$ cat src/rtl/kiwi_wf_pkg.sv
// Shared types and defaults for the waterfall I/Q framer.
package kiwi_wf_pkg;

  typedef enum logic [1:0] {
    ST_IDLE  = 2'd0,
    ST_RUN   = 2'd1,
    ST_DRAIN = 2'd2
  } state_t;

  localparam int DEF_DATA_WIDTH = 16;
  localparam int DEF_LEN_WIDTH  = 16;
  localparam int DEF_CNT_WIDTH  = 16;

  function automatic logic [2*DEF_DATA_WIDTH-1:0] pack_qi(
    input logic [DEF_DATA_WIDTH-1:0] q,
    input logic [DEF_DATA_WIDTH-1:0] i
  );
    return {q, i};
  endfunction

endpackage

$ cat src/rtl/kiwi_axis_skid2.sv
// Two-entry AXI-stream skid buffer carrying data plus last; the output is
// driven straight from storage so acceptance-to-valid latency is one cycle.
module kiwi_axis_skid2 #(
  parameter int WIDTH = 32
) (
  input  logic             i_clk,
  input  logic             i_rst,
  input  logic [WIDTH-1:0] i_data,
  input  logic             i_last,
  input  logic             i_push,
  output logic             o_full,
  output logic             o_empty,
  output logic [WIDTH-1:0] o_data,
  output logic             o_last,
  output logic             o_valid,
  input  logic             i_ready
);

  logic [WIDTH-1:0] r_data [2];
  logic [1:0]       r_last;
  logic             r_wr_ptr;
  logic             r_rd_ptr;
  logic [1:0]       r_cnt;
  logic             w_pop;

  assign o_empty = (r_cnt == 2'd0);
  assign o_full  = (r_cnt == 2'd2);
  assign o_valid = ~o_empty;
  assign o_data  = r_data[r_rd_ptr];
  assign o_last  = r_last[r_rd_ptr];
  assign w_pop   = o_valid & i_ready;

  // Storage, pointers and occupancy; caller only pushes when a slot frees up.
  always_ff @(posedge i_clk or posedge i_rst) begin
    if (i_rst) begin
      r_data[0] <= {WIDTH{1'b0}};
      r_data[1] <= {WIDTH{1'b0}};
      r_last    <= 2'b00;
      r_wr_ptr  <= 1'b0;
      r_rd_ptr  <= 1'b0;
      r_cnt     <= 2'd0;
    end else begin
      if (i_push) begin
        r_data[r_wr_ptr] <= i_data;
        r_last[r_wr_ptr] <= i_last;
        r_wr_ptr         <= ~r_wr_ptr;
      end
      if (w_pop) begin
        r_rd_ptr <= ~r_rd_ptr;
      end
      case ({i_push, w_pop})
        2'b10:   r_cnt <= r_cnt + 2'd1;
        2'b01:   r_cnt <= r_cnt - 2'd1;
        default: r_cnt <= r_cnt;
      endcase
    end
  end

endmodule

$ cat src/rtl/kiwi_wf_iq_framer.sv
// Pairs decimated I/Q samples into {Q,I} words and frames them with tlast.
// Build option KIWI_WF_FRAMER_DROP_EN: drop pairs instead of back-pressuring.
module kiwi_wf_iq_framer
  import kiwi_wf_pkg::*;
#(
  parameter int DATA_WIDTH = DEF_DATA_WIDTH,
  parameter int LEN_WIDTH  = DEF_LEN_WIDTH,
  parameter int CNT_WIDTH  = DEF_CNT_WIDTH
) (
  input  logic                    aclk,
  input  logic                    areset,
  input  logic [DATA_WIDTH-1:0]   s_axis_i_tdata,
  input  logic                    s_axis_i_tvalid,
  output logic                    s_axis_i_tready,
  input  logic [DATA_WIDTH-1:0]   s_axis_q_tdata,
  input  logic                    s_axis_q_tvalid,
  output logic                    s_axis_q_tready,
  input  logic [LEN_WIDTH-1:0]    cfg_frame_len,
  input  logic [CNT_WIDTH-1:0]    cfg_num_frames,
  input  logic                    cfg_start,
  input  logic                    cfg_stop,
  output logic [2*DATA_WIDTH-1:0] m_axis_tdata,
  output logic                    m_axis_tvalid,
  input  logic                    m_axis_tready,
  output logic                    m_axis_tlast,
  output logic                    busy,
  output logic [CNT_WIDTH-1:0]    frames_done
`ifdef KIWI_WF_FRAMER_DROP_EN
  ,
  output logic [CNT_WIDTH-1:0]    drop_count,
  output logic                    overflow
`endif
);

  localparam int WORD_WIDTH = 2 * DATA_WIDTH;
  localparam logic [LEN_WIDTH-1:0] LEN_ONE = {{(LEN_WIDTH-1){1'b0}}, 1'b1};
  localparam logic [CNT_WIDTH-1:0] CNT_ONE = {{(CNT_WIDTH-1){1'b0}}, 1'b1};

  state_t                r_state;
  logic [LEN_WIDTH-1:0]  r_len;
  logic [LEN_WIDTH-1:0]  r_idx;
  logic [CNT_WIDTH-1:0]  r_num;
  logic [CNT_WIDTH-1:0]  r_frames_wr;
  logic [CNT_WIDTH-1:0]  r_frames_done;
  logic                  r_stop_pend;

  logic [WORD_WIDTH-1:0] w_word;
  logic                  w_full, w_empty, w_out_last, w_out_valid, w_hs;
  logic                  w_both, w_space, w_run, w_take, w_last, w_count_end, w_ready;
  logic [CNT_WIDTH-1:0]  w_frames_nxt;

  generate
    if (DATA_WIDTH == DEF_DATA_WIDTH) begin : g_pack_pkg
      assign w_word = pack_qi(s_axis_q_tdata, s_axis_i_tdata);
    end else begin : g_pack_cat
      assign w_word = {s_axis_q_tdata, s_axis_i_tdata};
    end
  endgenerate

  // A slot is free when not full, or when the head word leaves this cycle.
  assign w_both       = s_axis_i_tvalid & s_axis_q_tvalid;
  assign w_space      = ~w_full | m_axis_tready;
  assign w_run        = (r_state == ST_RUN);
  assign w_take       = w_run & w_both & w_space;
  assign w_last       = (r_idx == r_len);
  assign w_frames_nxt = r_frames_wr + CNT_ONE;
  assign w_count_end  = (r_num != {CNT_WIDTH{1'b0}}) & (w_frames_nxt == r_num);
  assign w_hs         = w_out_valid & m_axis_tready;

  assign s_axis_i_tready = w_ready;
  assign s_axis_q_tready = w_ready;
  assign m_axis_tvalid   = w_out_valid;
  assign m_axis_tlast    = w_out_last;
  assign busy            = (r_state != ST_IDLE);
  assign frames_done     = r_frames_done;

  kiwi_axis_skid2 #(.WIDTH(WORD_WIDTH)) u_skid (
    .i_clk   (aclk),
    .i_rst   (areset),
    .i_data  (w_word),
    .i_last  (w_last),
    .i_push  (w_take),
    .o_full  (w_full),
    .o_empty (w_empty),
    .o_data  (m_axis_tdata),
    .o_last  (w_out_last),
    .o_valid (w_out_valid),
    .i_ready (m_axis_tready)
  );

  // Control FSM: frame indexing, frame-count end and stop handling.
  always_ff @(posedge aclk or posedge areset) begin
    if (areset) begin
      r_state       <= ST_IDLE;
      r_len         <= {LEN_WIDTH{1'b0}};
      r_idx         <= {LEN_WIDTH{1'b0}};
      r_num         <= {CNT_WIDTH{1'b0}};
      r_frames_wr   <= {CNT_WIDTH{1'b0}};
      r_frames_done <= {CNT_WIDTH{1'b0}};
      r_stop_pend   <= 1'b0;
    end else begin
      if (w_hs && w_out_last) begin
        r_frames_done <= r_frames_done + CNT_ONE;
      end
      case (r_state)
        ST_IDLE: begin
          if (cfg_start) begin
            r_len         <= cfg_frame_len;
            r_num         <= cfg_num_frames;
            r_idx         <= {LEN_WIDTH{1'b0}};
            r_frames_wr   <= {CNT_WIDTH{1'b0}};
            r_frames_done <= {CNT_WIDTH{1'b0}};
            r_stop_pend   <= 1'b0;
            r_state       <= ST_RUN;
          end
        end
        ST_RUN: begin
          if (w_take) begin
            r_idx <= w_last ? {LEN_WIDTH{1'b0}} : r_idx + LEN_ONE;
          end
          if (w_take && w_last) begin
            r_frames_wr <= w_frames_nxt;
            if (w_count_end || r_stop_pend || cfg_stop) begin
              r_state <= ST_DRAIN;
            end
          end else if (cfg_stop) begin
            // Stopping at a boundary is immediate; mid-frame waits for tlast.
            if (!w_take && (r_idx == {LEN_WIDTH{1'b0}})) begin
              r_state <= ST_DRAIN;
            end else begin
              r_stop_pend <= 1'b1;
            end
          end
        end
        ST_DRAIN: begin
          if (w_empty) begin
            r_stop_pend <= 1'b0;
            r_state     <= ST_IDLE;
          end
        end
        default: r_state <= ST_IDLE;
      endcase
    end
  end

`ifdef KIWI_WF_FRAMER_DROP_EN
  logic [CNT_WIDTH-1:0] r_drop_count;
  logic                 r_overflow;
  logic                 w_drop;

  assign w_ready    = (r_state == ST_IDLE) | (w_run & w_both);
  assign w_drop     = w_run & w_both & ~w_space;
  assign drop_count = r_drop_count;
  assign overflow   = r_overflow;

  // Saturating drop counter and sticky overflow, cleared by a new capture.
  always_ff @(posedge aclk or posedge areset) begin
    if (areset) begin
      r_drop_count <= {CNT_WIDTH{1'b0}};
      r_overflow   <= 1'b0;
    end else if ((r_state == ST_IDLE) && cfg_start) begin
      r_drop_count <= {CNT_WIDTH{1'b0}};
      r_overflow   <= 1'b0;
    end else if (w_drop) begin
      r_overflow <= 1'b1;
      if (r_drop_count != {CNT_WIDTH{1'b1}}) begin
        r_drop_count <= r_drop_count + CNT_ONE;
      end
    end
  end
`else
  assign w_ready = (r_state == ST_IDLE) | w_take;
`endif

endmodule

$ cat config.mk
export PLATFORM = sky130hd
export DESIGN_NAME = kiwi_wf_iq_framer
export DESIGN_NICKNAME = d
export VERILOG_FILES = /design/src/rtl/kiwi_wf_pkg.sv /design/src/rtl/kiwi_axis_skid2.sv /design/src/rtl/kiwi_wf_iq_framer.sv
export SDC_FILE = /design/constraint.sdc
export NUM_CORES = 1
export LEC_CHECK = 0
export ABC_AREA = 1
export CAP_MARGIN = 20
export CORE_MARGIN = 4
export CORE_UTILIZATION = 30
export CTS_CLUSTER_DIAMETER = 50
export CTS_CLUSTER_SIZE = 28
export DETAILED_ROUTE_END_ITERATION = 6
export SLEW_MARGIN = 5
export SYNTH_ARGS = -nofsm -noshare
export SYNTH_HDL_FRONTEND = slang
export SYNTH_SLANG_ARGS = --single-unit
$ cat constraint.sdc
create_clock -name aclk -period 5 [get_ports aclk]
set_input_delay 1 -clock aclk [delete_from_list [all_inputs] [get_ports aclk]]
set_output_delay 1 -clock aclk [all_outputs]
set_load 0.03 [all_outputs]
==> impl_metrics.py <==
metrics = {
    "timing": {
        "skew_ns": 0.0135,
        "max_freq_ghz": 0.273,
        "worst_slew_pin_slew_ns": 0.951,
        "period_needed_ns": 3.67,
        "maxSlewViolCount": 0,
        "fin_crit_sh": 0.733,
        "rsz0062_at_grt": "no",
        "timing.hold.ws_ns": 0.480,
        "fin_setup_tns_ns": 0,
        "slew_headroom": 0.366,
        "hold_viol_final": 0,
        "setup_viol": 0,
    },
    "clocking": {
        "clk_latency_ns": 0.42,
        "clk_root_buffer_cell": "clkbuf_16",
        "ctsResizeCount": 0,
        "cts_sinks": 153,
        "cts_hold_buf": 0,
        "cts_setup_buffers": 0,
        "cts_tree": "yes",
        "htree_levels": 4,
        "clkTransAtPathRegs_ns": 0.06,
        "cts_buffers": 17,
        "clockBufferDepth": 2,
    },
    "critical_path": {
        "worst_setup_path_start_kind": "input pin",
        "worstSetupEndpointType": "output pin",
        "cp.required_ns": 4.00,
        "crit_fanout": 7,
        "crit_type": "in -> out",
        "arrival_ns": 2.67,
    },
    "routing": {
        "via_count": 6581,
        "dr.pass1.iters": 4,
        "wl_um": 19900,
        "post_drt_wl_per_cell_um": 13.7,
        "ant_nets": 0,
        "drt_iter0_drc": 384,
        "via_per_inst": 4.54,
        "route.detailed.drc": 0,
    },
    "power": {
        "internal_power_uw": 3220,
        "p_sw_uw": 2200,
        "p_sw_frac": 0.406,
        "sequentialPowerShare": 0.355,
        "p_comb_frac": 0.403,
        "ir_drop_mv": 0.272,
        "finalPower_uw": 5420,
        "powerDensity_nw_per_um2": 549,
        "total_leakage_power_uw": 0.00456,
        "clkPwrFrac": 0.242,
    },
    "global_routing": {
        "grtUsageTotal": 0.144,
        "grt.overflow.total": 0,
        "grt_use_met1": 0.190,
        "top_usage_layer": "met2",
        "grt_antenna_before_repair": 1,
        "grt_pass1_wl_um": 33400,
        "grt_max_degree": 68,
        "met3_usage": 0.0284,
        "grt.met2_usage": 0.242,
        "grt_pass1_vias": 6552,
    },
    "synth": {
        "yosys.area_share.simple": 0.301,
        "synth-compound-area-share": 0.0914,
        "ys_types": 40,
        "synth_top_family_by_area": "simple AND/OR/NAND/NOR gates",
        "synth_area_um2": 7680,
        "synth_seq_cells": 153,
        "synthesis.nets": 1065,
        "synth_mux_area_frac": 0,
        "synth_xor_area_frac": 0.0296,
        "ys_seq_area_frac": 0.498,
        "synth_warnings": 0,
        "synthAdderAreaFrac": 0.00814,
        "netlist_instances": 989,
        "synth.avg_cell_area_um2": 7.77,
    },
    "die": {
        "rows": 58,
        "die_h_um": 168,
        "initial_core_util": 0.305,
        "io-pin-count": 124,
        "core_area_um2": 25200,
        "fp.dieArea_um2": 28200,
        "die_w_um": 168,
    },
    "finish": {
        "finalCoreUtilization": 0.393,
        "nFillCells": 2606,
        "drive_gt1_frac": 0.0680,
        "final_common_cell": "nand2_1",
        "fin_nets": 1181,
        "area_growth_pct": 28.7,
        "mostFrequentLayoutCells": "nand2_1, dfrtp_1, clkdlybuf4s50_1",
    },
    "placement": {
        "io_buffers": 123,
        "gp_congestion": 0.813,
        "dp_hpwl_um": 14100,
    },
    "outcome": {
        "outcome": "finished, final reports clean",
    },
    "job": {
        "drv_cap": 0,
    },
    "min_path": {
        "hp-class": "reg -> reg",
    },
}
==> metrics by stage <==
stage | area, µm² | std cells | setup slack (ns)
global placement | 9270 | 1415 | 1.33
floorplan | 7690 | 989 | 2.07
finish | 9890 | 1449 | 1.33
detailed placement | 9270 | 1415 | 1.33
global route | 9890 | 1449 | 1.27
CTS | 9870 | 1447 | 1.32
==> power by group through the flow <==
stage / clock network (µW) / logic, µW / registers, µW
finish: 1310 / 2180 / 1930
global route: 1410 / 2440 / 1990
CTS: 1350 / 2140 / 1990
global placement: 0 / 2120 / 2000
floorplan: 0 / 1430 / 1880
detailed placement: 0 / 2140 / 2000
==> state kept, by name, indices dropped and copies added, names as in the netlist <==
name	cells
u_skid.r_data	64
frames_done	16
r_frames_wr	16
r_idx	16
r_len	16
r_num	16
r_state	2
u_skid.r_cnt	2
u_skid.r_last	2
r_stop_pend	1
u_skid.r_rd_ptr	1
u_skid.r_wr_ptr	1
==> metal layers <==
| layer | up-vias | wire (µm) |
|---|---|---|
| li1 | 3389 | - |
| met1 | 3087 | 9400 |
| met2 | 92 | 9750 |
| met3 | 13 | 565 |
| met4 | 0 | 211 |
| met5 | - | 0 |
==> final timing paths <==
path | slack, ns | to | cells after the start | start
setup / recovery | 1.33 | s_axis_i_tready | 6 | s_axis_i_tvalid
hold / removal | 0.48 | u_skid.r_data[26] | 2 | u_skid.r_data[26]
setup reg to reg | 2.44 | u_skid.r_data[0] | 11 | r_state[1]
hold reg to reg | 0.48 | u_skid.r_data[26] | 2 | u_skid.r_data[26]
max in group asynchronous | 3.05 | r_frames_wr[12] | 3 | areset
min in group asynchronous | 1.12 | u_skid.r_data[58] | 2 | areset
==> logic make-up after synthesis <==
family,count (synthesis)
buf+inv,141
compound gates,133
xor+xnor,26
simple gates,531
flops,153
fa+ha+maj,5
==> worst max-delay path, stage by stage <==
cell and delay, ns:
clkdlybuf4s50_1 0.45, nand2_1 0.05, nor2_1 0.12, nand2_2 0.18
nand2_1 0.16, clkdlybuf4s50_1 0.69
==> area by class of cell <==
class,count,area [µm²],area share
inverters,108,409,0.0414
repair buffers,130,1320,0.134
flip-flops and latches,153,3830,0.387
clock inverters,15,174,0.0176
well taps,330,413,0.0418
multi-input cells,695,3310,0.335
diodes,1,2.50,0.000253
clock buffers,17,425,0.0430
==> synthesized netlist by cell type <==
cell / number / area [µm²]
a31oi_1: 1 / 6.26
a21oi_1: 16 / 80.1
and3_1: 1 / 6.26
nand3_2: 2 / 20.0
ha_1: 5 / 62.6
nand3b_1: 3 / 22.5
nor2_4: 6 / 67.6
buf_2: 11 / 55.1
nand3_4: 1 / 17.5
or2_0: 1 / 6.26
nor4_1: 3 / 18.8
a21boi_0: 1 / 7.51
o21ai_0: 90 / 450
nor3_1: 14 / 70.1
a211oi_1: 2 / 15.0
o2111a_1: 1 / 11.3
nand4_1: 22 / 138
buf_4: 1 / 7.51
nand2_1: 363 / 1360
nor2_1: 45 / 169
nor2_8: 1 / 20.0
or2_2: 3 / 18.8
dfrtp_1: 153 / 3830
o21ai_2: 1 / 8.76
nor2_2: 3 / 18.8
a22o_1: 1 / 8.76
nand2_2: 4 / 25.0
inv_2: 7 / 26.3
nor3b_1: 3 / 22.5
xnor2_1: 19 / 166
o22ai_1: 7 / 43.8
clkinv_1: 1 / 3.75
nor3_2: 5 / 50.1
clkbuf_1: 21 / 78.8
nand3_1: 50 / 250
xor2_1: 7 / 61.3
inv_1: 100 / 375
o21a_1: 2 / 15.0
o21ai_1: 11 / 55.1
nand2_4: 1 / 11.3
Note: power is estimated with default switching activity, not from simulation.
